### src/rtl/int_ctrl.sv
// Six-source interrupt controller: synchronizes device requests, latches them per-bit as
// edge or level, masks them into a registered CPU interrupt vector and exposes a 4-word window.
module int_ctrl (
  input  logic        clk,
  input  logic        reset,
  input  logic [5:0]  dev_irq,
  input  logic        sel,
  input  logic        we,
  input  logic [1:0]  addr,
  input  logic [31:0] wd,
  output logic [31:0] rd,
  output logic [5:0]  hw_int,
  output logic        irq_valid,
  output logic [2:0]  irq_id
);

  logic [5:0] s1_q, s2_q, s3_q;
  logic [5:0] mask_q, mask_d;
  logic [5:0] mode_q, mode_d;
  logic [5:0] pend_q, pend_d;
  logic [5:0] edge_det, w1c, mode_rise;
  logic       wr;
  logic       unused_wd;

  assign unused_wd = ^wd[31:6];
  assign wr        = sel & we;
  assign edge_det  = s2_q & ~s3_q;
  assign w1c       = (wr && addr == 2'd2) ? wd[5:0] : 6'd0;
  // Switching a bit into edge mode starts it from a clean slate.
  assign mode_rise = (wr && addr == 2'd1) ? (wd[5:0] & ~mode_q) : 6'd0;

  always_comb begin
    mask_d = mask_q;
    mode_d = mode_q;
    if (wr && addr == 2'd0) mask_d = wd[5:0];
    if (wr && addr == 2'd1) mode_d = wd[5:0];
  end

  always_comb begin
    pend_d = pend_q;
    for (int i = 0; i < 6; i++) begin
      if (mode_rise[i]) begin
        pend_d[i] = 1'b0;
      end else if (!mode_q[i]) begin
        pend_d[i] = s2_q[i];
      end else begin
        // Set takes priority over a simultaneous W1C.
        pend_d[i] = edge_det[i] | (pend_q[i] & ~w1c[i]);
      end
    end
  end

  always_ff @(posedge clk or negedge reset) begin
    if (!reset) begin
      s1_q   <= 6'd0;
      s2_q   <= 6'd0;
      s3_q   <= 6'd0;
      mask_q <= 6'd0;
      mode_q <= 6'd0;
      pend_q <= 6'd0;
      hw_int <= 6'd0;
    end else begin
      s1_q   <= dev_irq;
      s2_q   <= s1_q;
      s3_q   <= s2_q;
      mask_q <= mask_d;
      mode_q <= mode_d;
      pend_q <= pend_d;
      hw_int <= pend_q & mask_q;
    end
  end

  assign irq_valid = |hw_int;

  always_comb begin
    irq_id = 3'd0;
    for (int i = 5; i >= 0; i--) begin
      if (hw_int[i]) irq_id = 3'(i);
    end
  end

  always_comb begin
    rd = 32'd0;
    if (sel) begin
      case (addr)
        2'd0:    rd = {26'd0, mask_q};
        2'd1:    rd = {26'd0, mode_q};
        2'd2:    rd = {26'd0, pend_q};
        default: rd = {irq_valid, 28'd0, irq_id};
      endcase
    end
  end

endmodule

### config.mk
export PLATFORM = sky130hd
export DESIGN_NAME = int_ctrl
export DESIGN_NICKNAME = d
export VERILOG_FILES = /design/src/rtl/int_ctrl.sv
export SDC_FILE = /design/constraint.sdc
export NUM_CORES = 1
export LEC_CHECK = 0
export CAP_MARGIN = 20
export CORE_UTILIZATION = 45
export DETAILED_ROUTE_END_ITERATION = 10
export GPL_ROUTABILITY_DRIVEN = 0
export PLACE_DENSITY = 0.84
export SLEW_MARGIN = 10
export SYNTH_ARGS = -nofsm -noshare
export SYNTH_HDL_FRONTEND = slang
export SYNTH_SLANG_ARGS = --single-unit
### constraint.sdc
create_clock -name clk -period 2.9 [get_ports clk]
set_input_delay 0.87 -clock clk [delete_from_list [all_inputs] [get_ports clk]]
set_output_delay 0.87 -clock clk [all_outputs]
set_load 0.05 [all_outputs]
==> metrics <==
status finished, final reports clean; Final Hold Vio Count 0; HP Class flip-flop to flip-flop; Overflow after GRT 0; Area growth syn-to-layout 25.6%; Chip Height 67.9 µm; final setup skew 0.00274 ns; post-synthesis compound-gate area fraction 0.116; CTS Root Cell clkbuf_8; I/O Buffers 34; H-tree depth 2; fmax 0.352 GHz; Post-synth EDFFs 0; hold_buf cts 0; clock buffer depth 2; Iteration-0 DRC Markers 66; Synth Register Bits 42; Worst Tran Pin Value 0.892 ns; overall routing resource usage 0.174; Critical Path Fanout Max 10; crit path kind primary input to primary output; Setup WS post-layout 0.0586 ns; Tcrit/Tclk final 0.980; CP Launch Type primary input; final setup fails 0; Synth Area in XOR/XNOR 0; via-per-instance ratio 4.98; setup slack at placement -0.341 ns; first-pass GRT wire length 5.51 mm; proportion of layout cells with a drive suffix above 1 0.240; Vias 1284; Ports 86; clk_lat worst skew 0.29 ns; Rows 23; Post-Syn Area per Cell 11.9 µm²; Synth async-reset ratio 1.00; Final Max Slew Viols 0; Worst VDD drop 498 µV; setup TNS 0 ns; Synth Flop Type dfrtp_1; Avg WL per Cell 14.2 µm; post-CTS setup buffer count 0; Critical Path RT 2.03 ns; CP Capture Type primary output; post-cts resize count 8; Design Power 0.00177 W; fin nets 251; area fraction in and, or, nand and nor cells after synthesis 0.129; Final Hold Slack 0.351 ns; initial antenna violation count 0; largest net degree at the start of global routing 43; initial core utilization 0.478; ANT cells 0; HPWL Detailed 2.65 mm; LEAKAGE 1.10 nW; Core ar. 4090 µm²; TritonCTS Buffers 5; clock-pin slew of the registers on the worst-case setup and hold paths 0.07 ns; # DRC 0; Period minus WS final 2.84 ns; Post-Syn Area 1950 µm²; CTS tree built; post-synth cell types 32; Pre-Repair DR Iteration Count 4; Detailed Route WL 3.65 mm; largest family of logic cells by synthesized area simple AND/OR/NAND/NOR gates; vias in the first global route 1149; Synth Warn # 0; full die area 4610 µm²; Slew headroom 0.405; post-synthesis adder-cell area fraction 0; mux share of post-synthesis cell area 0.102; Clock Sinks 42; total of max-cap violations 0; Die W 67.9 µm; register area share after synthesis 0.538; Critical Path AT 1.97 ns; Power Dens Cells 722 nW/µm²; post-route ant nets 0; Syn Inst Count 164; RSZ-0062 raised after global routing false
==> cell families after synthesis <==
family,Yosys count
DFF,42
and+or+nand+nor,40
buffers and inverters,32
AOI/OAI and AO/OA,31
muxes,18
other,1
==> sequential cells by signal, indices dropped and copies added, names as in the netlist <==
signal,count
mask_q,6
s2_q,6
s3_q,6
hw_int,6
pend_q,6
mode_q,6
s1_q,6
==> synth_stat cells, drive strengths merged (2+ instances only) <==
cell type  count  area, µm²
nor2b          2       12.5
o2bb2ai        3       26.3
inv            2       7.51
o211ai        12       90.1
nor2           4       15.0
and2           9       56.3
nor3           2       21.3
buf           28        205
clkbuf         2       8.75
mux2          15        169
nand2          7       26.3
a22oi          6       45.0
mux2i          3       30.0
a31oi          2       12.5
o21ai          4       20.0
nand2b         3       18.8
dfrtp         42       1050
nand3          7       35.0
nand4b         2       32.5
==> report_power, final <==
group | leakage (nW) | switching (W) | total [W] | internal [W]
sequential | 0.494 | 0.0000861 | 0.000759 | 0.000673
clock | 0.0482 | 0.000187 | 0.000379 | 0.000192
combinational | 0.553 | 0.000389 | 0.000633 | 0.000243
==> critical path: stages <==
cell and delay [ns]:
clkdlybuf4s50_1 0.50, buf_12 0.13, o21ai_0 0.10, a31oi_2 0.18, buf_6 0.18
==> per-stage QoR <==
stage	cells	area (µm²)	utilization
floorplan	188	2060	-
global placement	250	2350	0.574
detailed placement	250	2350	0.574
CTS	258	2450	0.599
global route	258	2450	0.600
finish	258	2450	0.600
==> final timing paths <==
path / slack [ns] / depth (start not counted) / start / end
setup / recovery: 0.06 / 5 / sel / rd[0]
hold / removal: 0.35 / 0 / s1_q[1]$_DFF_PN0_ / s2_q[1]$_DFF_PN0_
setup reg to reg: 1.95 / 3 / mode_q[4]$_DFFE_PN0P_ / pend_q[4]$_DFF_PN0_
hold reg to reg: 0.35 / 0 / s1_q[1]$_DFF_PN0_ / s2_q[1]$_DFF_PN0_
max in group asynchronous: 1.64 / 1 / reset / s2_q[3]$_DFF_PN0_
min in group asynchronous: 0.69 / 1 / reset / s1_q[4]$_DFF_PN0_
==> cells in the final DEF (no fill, tap or decap), drive strengths merged, types with 6 or more instances in the layout <==
cell	instances
buf	18
o211ai	12
dfrtp	42
clkdlybuf4s50	22
a22oi	6
mux2	15
nand2	7
clkbuf	7
nand3	7
conb	25
and2	9
==> area by class of cell <==
cell class | instances | area, µm²
sequential | 42 | 1050
multi-input combinational | 114 | 795
timing repair buffer | 42 | 445
inverter | 2 | 7.51
tap | 50 | 62.6
fill | 339 | 1630
clock buffer | 7 | 86.3
clock inverter | 1 | 5.00
==> layer usage <==
layer  global-route usage  wire (µm)  vias to the layer above
li1                     -          -                      624
met1                0.234       1610                      600
met2                0.264       1740                       52
met3               0.0400        219                        8
met4               0.0859         78                        0
met5                    0          0                        -
Power figures use the tool's default switching activity.
